`src/rtl/ahb_region_resp_if.sv`:
```
// AHB-Lite uncore response interface: address-phase region select, slave returns, muxed bus response.
// The slave modport is the region response block; the master modport is the fabric/slave side.
// Parameter XLEN sets the data width of one slave slice.
interface ahb_region_resp_if #(
   parameter int XLEN = 64
);
   logic                 HSEL;
   logic [1:0]           HTRANS;
   logic [10:0]          HSELRegions;
   logic [10*XLEN-1:0]   HRDATAS;
   logic [9:0]           HREADYOUTS;
   logic [9:0]           HRESPS;
   logic [10:0]          HSELRegionsD;
   logic [XLEN-1:0]      HRDATA;
   logic                 HREADY;
   logic                 HRESP;

   modport slave (
      input  HSEL, HTRANS, HSELRegions, HRDATAS, HREADYOUTS, HRESPS,
      output HSELRegionsD, HRDATA, HREADY, HRESP
   );

   modport master (
      output HSEL, HTRANS, HSELRegions, HRDATAS, HREADYOUTS, HRESPS,
      input  HSELRegionsD, HRDATA, HREADY, HRESP
   );
endinterface

```
`src/rtl/ahb_region_resp.sv`:
```
// AHB-Lite data-phase region select register and response mux; two-cycle ERROR for unmapped hits.
// Latency: data returned in the cycle after the accepted address phase (zero-bubble back-to-back).
// Backpressure: slave HREADYOUT stalls the bus; optional stall watchdog via macro REGION_RESP_TIMEOUT_EN.
module ahb_region_resp #(
   parameter int XLEN           = 64,
   parameter int TIMEOUT_CYCLES = 256
) (
   input  logic          clk,
   input  logic          reset,
   ahb_region_resp_if.slave bus
);
   typedef enum logic [1:0] {IDLE, BUSY, ERR1, ERR2} state_t;

   state_t            state;
   logic [10:0]       sel_d;
   logic              accept;
   logic              load_err;
   logic              hready;
   logic              hresp;
   logic [XLEN-1:0]   hrdata;
   logic [XLEN-1:0]   slv_data;
   logic              slv_rdy;
   logic              slv_resp;
   logic              unused_htrans0;

   if (TIMEOUT_CYCLES < 2 || TIMEOUT_CYCLES > 65535) begin : g_bad_timeout
      $error("TIMEOUT_CYCLES must be in 2..65535");
   end

`ifdef REGION_RESP_TIMEOUT_EN
   localparam int CNT_W = $clog2(TIMEOUT_CYCLES + 1);
   logic [CNT_W-1:0]  stall_cnt;
`endif

   // HTRANS[0] only distinguishes SEQ from NONSEQ, which this block treats alike
   assign unused_htrans0 = bus.HTRANS[0];

   assign accept   = hready & bus.HSEL & bus.HTRANS[1];
   assign load_err = bus.HSELRegions[0] | ~(|bus.HSELRegions);

   // Route the data-phase slave's returns; highest selected region wins if ever multi-hot
   always_comb begin
      slv_data = '0;
      slv_rdy  = 1'b1;
      slv_resp = 1'b0;
      for (int i = 1; i <= 10; i++) begin
         if (sel_d[i]) begin
            slv_data = bus.HRDATAS[(i-1)*XLEN +: XLEN];
            slv_rdy  = bus.HREADYOUTS[i-1];
            slv_resp = bus.HRESPS[i-1];
         end
      end
   end

   // Bus response depends only on state, registered select and slave returns
   always_comb begin
      hrdata = '0;
      hready = 1'b1;
      hresp  = 1'b0;
      case (state)
         BUSY: begin
            hrdata = slv_data;
            hready = slv_rdy;
            hresp  = slv_resp;
         end
         ERR1: begin
            hready = 1'b0;
            hresp  = 1'b1;
         end
         ERR2: begin
            hready = 1'b1;
            hresp  = 1'b1;
         end
         default: ;
      endcase
   end

   assign bus.HRDATA       = hrdata;
   assign bus.HREADY       = hready;
   assign bus.HRESP        = hresp;
   assign bus.HSELRegionsD = sel_d;

   // Data-phase sequencer: capture select on accept, run slave or error phases
   always_ff @(posedge clk) begin
      if (reset) begin
         state <= IDLE;
         sel_d <= '0;
`ifdef REGION_RESP_TIMEOUT_EN
         stall_cnt <= '0;
`endif
      end else begin
`ifdef REGION_RESP_TIMEOUT_EN
         stall_cnt <= '0;
`endif
         case (state)
            IDLE: begin
               if (accept) begin
                  sel_d <= load_err ? 11'h001 : bus.HSELRegions;
                  state <= load_err ? ERR1 : BUSY;
               end
            end
            BUSY: begin
               if (hready) begin
                  if (accept) begin
                     sel_d <= load_err ? 11'h001 : bus.HSELRegions;
                     state <= load_err ? ERR1 : BUSY;
                  end else begin
                     sel_d <= '0;
                     state <= IDLE;
                  end
               end
`ifdef REGION_RESP_TIMEOUT_EN
               // A slave stalled too long is abandoned and answered with ERROR
               else if (stall_cnt == CNT_W'(TIMEOUT_CYCLES - 1)) begin
                  sel_d <= 11'h001;
                  state <= ERR1;
               end else begin
                  stall_cnt <= stall_cnt + 1'b1;
               end
`endif
            end
            ERR1: state <= ERR2;
            ERR2: begin
               if (accept) begin
                  sel_d <= load_err ? 11'h001 : bus.HSELRegions;
                  state <= load_err ? ERR1 : BUSY;
               end else begin
                  sel_d <= '0;
                  state <= IDLE;
               end
            end
            default: state <= IDLE;
         endcase
      end
   end
endmodule

```
`src/flat_wrapper.sv`:
```
// flat-port wrapper written by rule: the top's interface ports become plain ports
module ahb_region_resp_flat 
#(
   parameter int XLEN           = 64,
   parameter int TIMEOUT_CYCLES = 256
)
  (clk, reset, bus_HSEL, bus_HTRANS, bus_HSELRegions, bus_HRDATAS, bus_HREADYOUTS, bus_HRESPS, bus_HSELRegionsD, bus_HRDATA, bus_HREADY, bus_HRESP);
  ahb_region_resp_if #(.XLEN(XLEN)) bus_i ();
  input  logic clk;
  input  logic reset;
  input wire logic [$bits(bus_i.HSEL)-1:0] bus_HSEL;
  input wire logic [$bits(bus_i.HTRANS)-1:0] bus_HTRANS;
  input wire logic [$bits(bus_i.HSELRegions)-1:0] bus_HSELRegions;
  input wire logic [$bits(bus_i.HRDATAS)-1:0] bus_HRDATAS;
  input wire logic [$bits(bus_i.HREADYOUTS)-1:0] bus_HREADYOUTS;
  input wire logic [$bits(bus_i.HRESPS)-1:0] bus_HRESPS;
  output wire logic [$bits(bus_i.HSELRegionsD)-1:0] bus_HSELRegionsD;
  output wire logic [$bits(bus_i.HRDATA)-1:0] bus_HRDATA;
  output wire logic [$bits(bus_i.HREADY)-1:0] bus_HREADY;
  output wire logic [$bits(bus_i.HRESP)-1:0] bus_HRESP;
  assign bus_i.HSEL = bus_HSEL;
  assign bus_i.HTRANS = bus_HTRANS;
  assign bus_i.HSELRegions = bus_HSELRegions;
  assign bus_i.HRDATAS = bus_HRDATAS;
  assign bus_i.HREADYOUTS = bus_HREADYOUTS;
  assign bus_i.HRESPS = bus_HRESPS;
  assign bus_HSELRegionsD = bus_i.HSELRegionsD;
  assign bus_HRDATA = bus_i.HRDATA;
  assign bus_HREADY = bus_i.HREADY;
  assign bus_HRESP = bus_i.HRESP;
  ahb_region_resp #(.XLEN(XLEN), .TIMEOUT_CYCLES(TIMEOUT_CYCLES)) u_core (.clk(clk), .reset(reset), .bus(bus_i));
endmodule
```
`config.mk`:
```
export PLATFORM = sky130hd
export DESIGN_NAME = ahb_region_resp_flat
export DESIGN_NICKNAME = d
export VERILOG_FILES = /design/src/rtl/ahb_region_resp_if.sv /design/src/rtl/ahb_region_resp.sv /design/src/flat_wrapper.sv
export SDC_FILE = /design/constraint.sdc
export NUM_CORES = 1
export LEC_CHECK = 0
export ABC_AREA = 0
export CAP_MARGIN = 20
export CORE_AREA = 2 2 292 294
export DETAILED_ROUTE_END_ITERATION = 12
export DIE_AREA = 0 0 294 296
export GPL_TIMING_DRIVEN = 0
export PLACE_DENSITY = 0.3
export SETUP_SLACK_MARGIN = 0.15
export SYNTH_ARGS = -nofsm -noshare
export SYNTH_HDL_FRONTEND = slang
export SYNTH_SLANG_ARGS = --single-unit
```
`constraint.sdc`:
```
create_clock -name clk -period 2.3 [get_ports clk]
set_input_delay 0.46 -clock clk [delete_from_list [all_inputs] [get_ports clk]]
set_output_delay 0.46 -clock clk [all_outputs]
set_load 0.01 [all_outputs]
```
==> run metrics, run 1 <==
Post-synth EDFFs=0; gpl congestion=0.846; CTS Buffer Depth=2; worst hold slack=530 ps; Final Cell Area=18200 sq um; Critical Path RT=1840 ps; outcome=complete, but fails checks; Cells after Synth=980; row count=107; Slew @ Worst Pin=775 ps; Power Total=3.70 mW; largest net degree at the start of global routing=11; antenna violation net count after detailed routing=0; worst clock skew=1.45 ps; max cap viols=0; Worst slew margin=48.4%; hold crit path type=reg2reg; Iter 0 DRT Violations=379; syn_nets=1656; # IOs=753; Inst Count DP=2825; Yosys cell types=37; Peak VDD IR=0.260 mV; IO buf count=751; hpwl dp=67700 microns; Die Height=296 microns; Core ar.=84200 sq um; CTS tree=built; Max Clk Rate=0.353 GHz; Area growth, synth to finish=197%; post-route minimum period=2840 ps; H-tree levels=1; Sink Count=13; Synth Warn #=0; fin cells=2900; DR DRC count=0; Die Wd=294 microns; layout cells sized above 1=26.6%; failing checks=negative setup slack; global-route wire length before repair=106000 microns; ys async rst share=0%; startpoint types=register; cell area after synthesis=6120 sq um; CP max-delay cell=dfxtp_4; setup slack at placement=-2170 ps; via count=11880; GRT Total Usage=17.4%; endpoints failing setup=66; Setup CP Type=reg2out; Worst Setup End Kind=output pin; R2R setup slack=20 ps; Placed Area=15300 sq um; Leak=6.58 nW; Root Driver=clkbuf_16; max-slew violations=0; clk slew on worst S/H paths=50 ps; CTS Buf Count=3; RSZ-0062 raised after global routing=true; CP peak stage delay=370 ps; global route overflow=0; PwrDens=203 nW/um^2; die area=87000 sq um; initial antenna violation count=8; WL final=81400 microns; register area share after synthesis=4.25%; WP data arrival=2380 ps; final hold vios=0; final worst slack=-536 ps; Clk Latency, worst-skew pair=240 ps; Synth Flop Type=dfxtp_1; drt wl/cell=28.1 microns; Initial DRT Pass Iterations=5; Critical Path, Cell by Cell=nor2b_4 -> buf_4 -> buf_12 -> clkbuf_16 -> buf_6 -> a221oi_4 -> o31ai_4 -> a221oi_2 -> a211o_1 -> a21oi_2 -> buf_2; Mean Syn Cell Area=6.25 sq um; Crit Path Max Fanout=4; vias in the first global route=13054; #FFs+latches synth=13; final worst path period share=123%; Initial Utilization=7.27%; Via density=4.10; NumNets Final=2485
## power breakdown
part	switching, mW	internal, mW
clock network	0.0977	0.234
logic	1.33	1.79
registers	0.0133	0.232
## layout by cell type (no fill, tap or decap), types with 4 or more instances in the layout
cell type,synthesis,final
clkdlybuf4s50_1,0,682
a22o_1,10,10
buf_8,0,5
o31ai_1,65,19
a221oi_2,0,67
a211o_1,65,65
clkbuf_8,0,20
a221oi_1,130,37
clkbuf_4,0,18
buf_4,1,48
buf_2,14,39
a21oi_4,0,4
a221oi_4,0,26
a21oi_2,1,66
buf_16,0,4
dfxtp_1,13,7
clkbuf_16,0,15
o31ai_4,0,25
clkbuf_2,0,45
nor2b_1,69,65
clkbuf_1,113,21
inv_1,133,133
o31ai_2,0,21
a21oi_1,260,191
dfxtp_4,0,4
o221ai_1,64,64
buf_6,3,40
nand2_1,6,4
buf_12,0,20
## synth_stat cells (3+ instances only)
library cell	n	area [sq um]
a21oi_1	260	1300
inv_1	133	499
a221oi_1	130	1140
clkbuf_1	113	424
nor2b_1	69	432
a211o_1	65	569
o31ai_1	65	488
o221ai_1	64	561
buf_2	14	70.1
dfxtp_1	13	260
a22o_1	10	87.6
nand2_1	6	22.5
buf_6	3	33.8
nor2_1	3	11.3
nor4_1	3	18.8
## state kept, by name, summed over array words and instances, names as in the netlist, named ones only
signal / flops
u_core.bus.HSELRegionsD: 11
u_core.state: 1
## cell type report
cell class,count,area [sq um]
fill,9422,66000
inverter,133,499
antenna,2,5.00
buffer,132,1260
multi-input combinational,702,6500
sequential,13,278
clock buffer,4,78.8
timing repair buffer,824,8200
tap,1090,1360
## logic make-up after synthesis
| logic type | synth area share (%) |
|---|---|
| DFF | 4.25 |
| AOI/OAI and AO/OA | 69.3 |
| buffers and inverters | 17.0 |
| and+or+nand+nor | 9.52 |
## path summary, 6_finish.rpt
check / end / cells after the start / from
max: bus_HRDATA[9] / 11 / u_core.bus.HSELRegionsD[2]
min: u_core.bus.HSELRegionsD[0] / 1 / u_core.bus.HSELRegionsD[0]
max reg2reg: u_core.bus.HSELRegionsD[3] / 12 / u_core.bus.HSELRegionsD[2]
min reg2reg: u_core.bus.HSELRegionsD[0] / 1 / u_core.bus.HSELRegionsD[0]
## worst max-delay path: cells and delay by family, from the launching register on
kind	cells	cell delay (ps)
simple gates	1	150
flops	1	370
buf+inv	5	690
compound gates	5	920
## timing repair
action / in CTS / in global routing
gates resized for setup: 724 / 59
buffers inserted: 45 / 17
gates cloned: 6 / 1
pin swaps: 187 / 61
setup endpoints to repair: 79 / 79
hold buffers: 0 / 0
## metal layers
layer | up-vias | GRT usage (%) | routed length, microns
met4 | 12 | 1.85 | 991
met3 | 43 | 3.53 | 5370
met5 | - | 0 | 71
li1 | 5540 | - | -
met1 | 5752 | 20.1 | 32400
met2 | 533 | 33.7 | 42600
## metrics by stage
step | util (%) | setup TNS (ps)
after CTS | 21.0 | -30700
final | 21.6 | -28200
after global routing | 21.6 | -35750
after detailed placement | 18.2 | -106280
after global placement | 18.1 | -131030
after floorplan | - | 0
Power figures use the tool's default switching activity.
==> inputs of run 2 (changes only) <==
Settings changed: PLACE_DENSITY 0.3 to unset.
Clock period 2.3 ns to 2.7 ns, I/O delays scaled along.
==> run metrics, run 2 (same netlist as run 1, synthesis figures left out) <==
most common cell after layout, fill and taps aside=clkdlybuf4s50_1; endpoints failing setup=66 (unchanged); Inst Count DP=2826 (+0.035%); max-slew violations=0 (unchanged); switching pwr=1.33 mW (-7.5%); Setup CP Type=reg2out; startpoint types=register; commonest non-fill, non-tap cells in the layout=clkdlybuf4s50_1, a21oi_1, inv_1; flip-flop count of the largest register after layout=11 (unchanged); row count=107 (unchanged); Critical Path RT=2160 ps (+320 ps); die area=87000 sq um (unchanged); layout cells sized above 1=26.3% (-0.35 points); hpwl dp=68600 microns (+1.3%); post-route minimum period=3090 ps; Crit Path Max Fanout=4 (unchanged); drt wl/cell=29.2 microns (+4.0%); Slew @ Worst Pin=770 ps (-4.65 ps); fin cells=2914 (+0.48%); H-tree levels=1 (unchanged); RSZ-0062 raised after global routing=true; outcome=complete, but fails checks; final hold vios=0 (unchanged); Area growth, synth to finish=206%; worst clock skew=2.03 ps (+0.579 ps); Clk Latency, worst-skew pair=240 ps (about the same); global route overflow=0 (unchanged); vias in the first global route=12814 (-1.8%); DR DRC count=0 (unchanged); PwrDens=176 nW/um^2 (-13%); final worst path period share=115%; Final Cell Area=18800 sq um (+3.2%); CTS Buffer Depth=2 (unchanged); Die Wd=294 microns (unchanged); failing checks=negative setup slack; Iter 0 DRT Violations=685 (+81%); cell-internal power=1.97 mW (-13%); global-route wire length before repair=108000 microns (+1.1%); WP data arrival=2550 ps (+170 ps); hold-fix buffers at CTS=0 (unchanged); IO buf count=751 (unchanged); Initial Utilization=7.27% (unchanged); sw frac=40.3% (+1.4 points); setup_tns=-13770 ps (+14430 ps); combinational power share=85.1% (+0.7 points); Sink Count=13 (unchanged); # IOs=753 (unchanged); max cap viols=0 (unchanged); Max Clk Rate=0.323 GHz; Core ar.=84200 sq um (unchanged); Peak VDD IR=0.193 mV (-26%); CTS tree=built; antenna violation net count after detailed routing=0 (unchanged); Worst Setup End Kind=output pin; CTS Buf Count=3 (unchanged); sequential power share=6.4% (-0.2 points); Leak=6.73 nW (+2.3%); Initial DRT Pass Iterations=6 (+1); clk slew on worst S/H paths=50 ps (about the same); initial antenna violation count=35 (+27); Root Driver=clkbuf_16; Placed Area=15100 sq um (-1.5%); largest net degree at the start of global routing=11 (unchanged); via count=12564 (+5.8%); Worst slew margin=48.7% (+0.31 points); Clk pwr share=8.5% (-0.5 points); NumNets Final=2486 (+0.040%); GRT Total Usage=18.1% (+0.66 points); hold crit path type=reg2reg; Via density=4.31 (+5.2%); final worst slack=-395 ps (+141 ps); gpl congestion=0.915 (+8.3%); WL final=85100 microns (+4.5%); Die Height=296 microns (unchanged)
## run 2: timing repair
action,CTS,global route
setup endpoints to repair,77,66
pin swaps,197,110
buffers inserted,38,17
gates resized for setup,765,132
cloned,11,3
endpoints found under the hold margin,0,0
## run 2: layout make-up
cell class / count / area (sq um)
fill: 9294 / 65400
sequential: 13 / 275
clock buffer: 4 / 78.8
buffer: 132 / 1190
timing repair buffer: 825 / 8510
inverter: 133 / 499
antenna: 15 / 37.5
multi-input combinational: 702 / 6810
tap: 1090 / 1360
## run 2: final timing paths
kind                         startpoint                    endpoint  slack [ps]  depth (start not counted)
max          u_core.bus.HSELRegionsD[2]               bus_HRDATA[7]        -390                         12
min          u_core.bus.HSELRegionsD[0]  u_core.bus.HSELRegionsD[0]         510                          1
max reg2reg  u_core.bus.HSELRegionsD[5]  u_core.bus.HSELRegionsD[1]         480                         10
min reg2reg  u_core.bus.HSELRegionsD[0]  u_core.bus.HSELRegionsD[0]         510                          1
## run 2: power groups by stage
| stage | clock [mW] | sequential, mW | combinational [mW] |
|---|---|---|---|
| floorplan | 0 | 0.212 | 0.681 |
| global placement | 0 | 0.215 | 2.26 |
| detailed placement | 0 | 0.215 | 2.27 |
| CTS | 0.279 | 0.209 | 2.67 |
| global route | 0.290 | 0.211 | 2.94 |
| finish | 0.282 | 0.210 | 2.81 |
## run 2: worst max-delay path, cell delays in order (launching register included)
cell and delay [ps]:
dfxtp_4 360, nor2b_4 130, buf_12 140, buf_6 100, buf_8 120, clkbuf_16 160, buf_12 130, a221oi_4 90
o31ai_4 410, a221oi_2 100, a211o_1 250, a21oi_2 150, buf_6 150
## run 2: layer usage
metal | GRT usage (%) | up-vias | wire length, microns
met5 | 0 | - | 218
met4 | 6.45 | 34 | 3640
met3 | 4.08 | 162 | 6550
met2 | 30.8 | 700 | 39900
met1 | 22.3 | 6106 | 34800
li1 | - | 5562 | -
## run 2: per-stage QoR
step	hold slack, ps	power [mW]	worst slack, ps	utilization, %
2_1_floorplan	498	0.893	297	-
3_5_place_dp	486	2.48	-2210	17.9
4_1_cts	504	3.16	-367	21.2
3_3_place_gp	471	2.47	-2480	17.8
6_report	512	3.31	-395	22.3
5_1_grt	540	3.44	-414	22.3
==> inputs of run 3 (changes only) <==
Settings changed: CORE_AREA 2 2 292 294 to 2 2 290 292, DIE_AREA 0 0 294 296 to 0 0 292 294.
Clock period 2.7 ns to 3.79 ns, I/O delays scaled along.
==> run metrics, run 3 (same netlist as run 1, synthesis figures left out) <==
IO buf count=751 (unchanged); PwrDens=127 nW/um^2 (-28%); Initial Utilization=7.39% (+0.12 points); hold crit path type=reg2reg; Worst Setup End Kind=output pin; endpoints failing setup=0 (-100%); hpwl dp=68500 microns (-0.11%); startpoint types=input port; fin cells=2841 (-2.5%); antenna violation net count after detailed routing=0 (unchanged); global route overflow=0 (unchanged); vias in the first global route=12486 (-2.6%); RSZ-0062 raised after global routing=true; NumNets Final=2418 (-2.7%); WP data arrival=2840 ps (+290 ps); initial antenna violation count=53 (+51%); clk slew on worst S/H paths=40 ps (about the same); Initial DRT Pass Iterations=7 (+1); max cap viols=0 (unchanged); post-layout util=19.0% (-3.3 points); final worst path period share=94.8%; Die Wd=292 microns (-0.68%); Die Height=294 microns (-0.68%); layout cells sized above 1=7.98% (-18 points); drt wl/cell=28.1 microns (-3.6%); row count=106 (-0.93%); Slew @ Worst Pin=880 ps (+110 ps); post-route minimum period=3590 ps; Area growth, synth to finish=157%; max-slew violations=0 (unchanged); Critical Path RT=3030 ps (+870 ps); GRT Total Usage=17.5% (-0.61 points); Clk Latency, worst-skew pair=240 ps (about the same); die area=85800 sq um (-1.4%); Leak=5.80 nW (-14%); Inst Count DP=2814 (-0.42%); Max Clk Rate=0.278 GHz; global-route wire length before repair=104000 microns (-3.5%); CTS Buf Count=3 (unchanged); # IOs=753 (unchanged); Setup CP Type=in2out; flip-flop count of the largest register after layout=11 (unchanged); most common cell after layout, fill and taps aside=clkdlybuf4s50_1; hold-fix buffers at CTS=0 (unchanged); outcome=complete, no violations; CTS Buffer Depth=2 (unchanged); largest net degree at the start of global routing=11 (unchanged); worst clock skew=0.602 ps (-1.43 ps); Core ar.=82900 sq um (-1.6%); final hold vios=0 (unchanged); Via density=4.24 (-1.6%); gpl congestion=0.945 (+3.3%); Crit Path Max Fanout=6 (+2); Peak VDD IR=0.128 mV (-34%); Worst slew margin=41.3% (-7.3 points); DR DRC count=0 (unchanged); Iter 0 DRT Violations=772 (+13%); CTS tree=built; H-tree levels=1 (unchanged); Sink Count=13 (unchanged); Root Driver=clkbuf_16; WL final=79900 microns (-6.1%); via count=12048 (-4.1%); commonest non-fill, non-tap cells in the layout=clkdlybuf4s50_1, a21oi_1, inv_1; setup_tns=0 ps (+13770 ps)
run 3: power by group:
group | internal [mW] | switching [mW] | leakage, nW
clock network | 0.142 | 0.0589 | 0.0383
registers | 0.142 | 0.00787 | 0.107
logic | 0.941 | 0.706 | 5.66
total | 1.22 | 0.772 | 5.80
run 3: area by class of cell:
class / instances / area, sq um
antenna: 20 / 50.0
buffer: 131 / 806
clock buffer: 4 / 78.8
fill: 9468 / 67200
inverter: 133 / 499
multi-input combinational: 702 / 5070
sequential: 13 / 268
tap: 1080 / 1350
timing repair buffer: 758 / 7580
run 3: worst paths after layout:
check	cells past startpoint	slack, ps	to	startpoint
hold reg to reg	1	510	u_core.bus.HSELRegionsD[0]	u_core.bus.HSELRegionsD[0]
setup reg to reg	8	1530	u_core.bus.HSELRegionsD[4]	u_core.bus.HSELRegionsD[6]
hold / removal	1	510	u_core.bus.HSELRegionsD[0]	u_core.bus.HSELRegionsD[0]
setup / recovery	8	200	bus_HREADY	bus_HREADYOUTS[8]
run 3: what timing repair did:
action	in CTS	in global routing
pin swaps	29	16
gates resized for setup	207	47
setup buffers	3	0
cloned	1	0
endpoints found under the setup margin	66	28
run 3: per-layer routing:
layer | part of all wire [%] | global-route usage [%] | vias to the layer above | wire, microns
li1 | - | - | 5424 | -
met1 | 39 | 20.8 | 5706 | 31300
met2 | 48 | 30.5 | 727 | 38300
met3 | 8.4 | 4.29 | 155 | 6710
met4 | 4.2 | 5.90 | 36 | 3330
met5 | 0.30 | 0 | - | 237
run 3: through the flow:
stage	total power [mW]	hold slack [ps]	cell area [sq um]	setup WS, ps
5_1_grt	2.11	530	15700	48.2
3_5_place_dp	1.76	484	15100	-1630
3_3_place_gp	1.76	492	15000	-1600
2_1_floorplan	0.636	498	6120	1090
4_1_cts	2.01	504	15600	3.04
6_report	2.00	515	15700	197
run 3: critical path, stage by stage:
cell and delay [ps]:
clkdlybuf4s50_1 480, nand2b_1 130, nand3_1 70, or4_1 520
o2111ai_2 270, and2_1 170, buf_4 140, dlygate4sd2_1 300
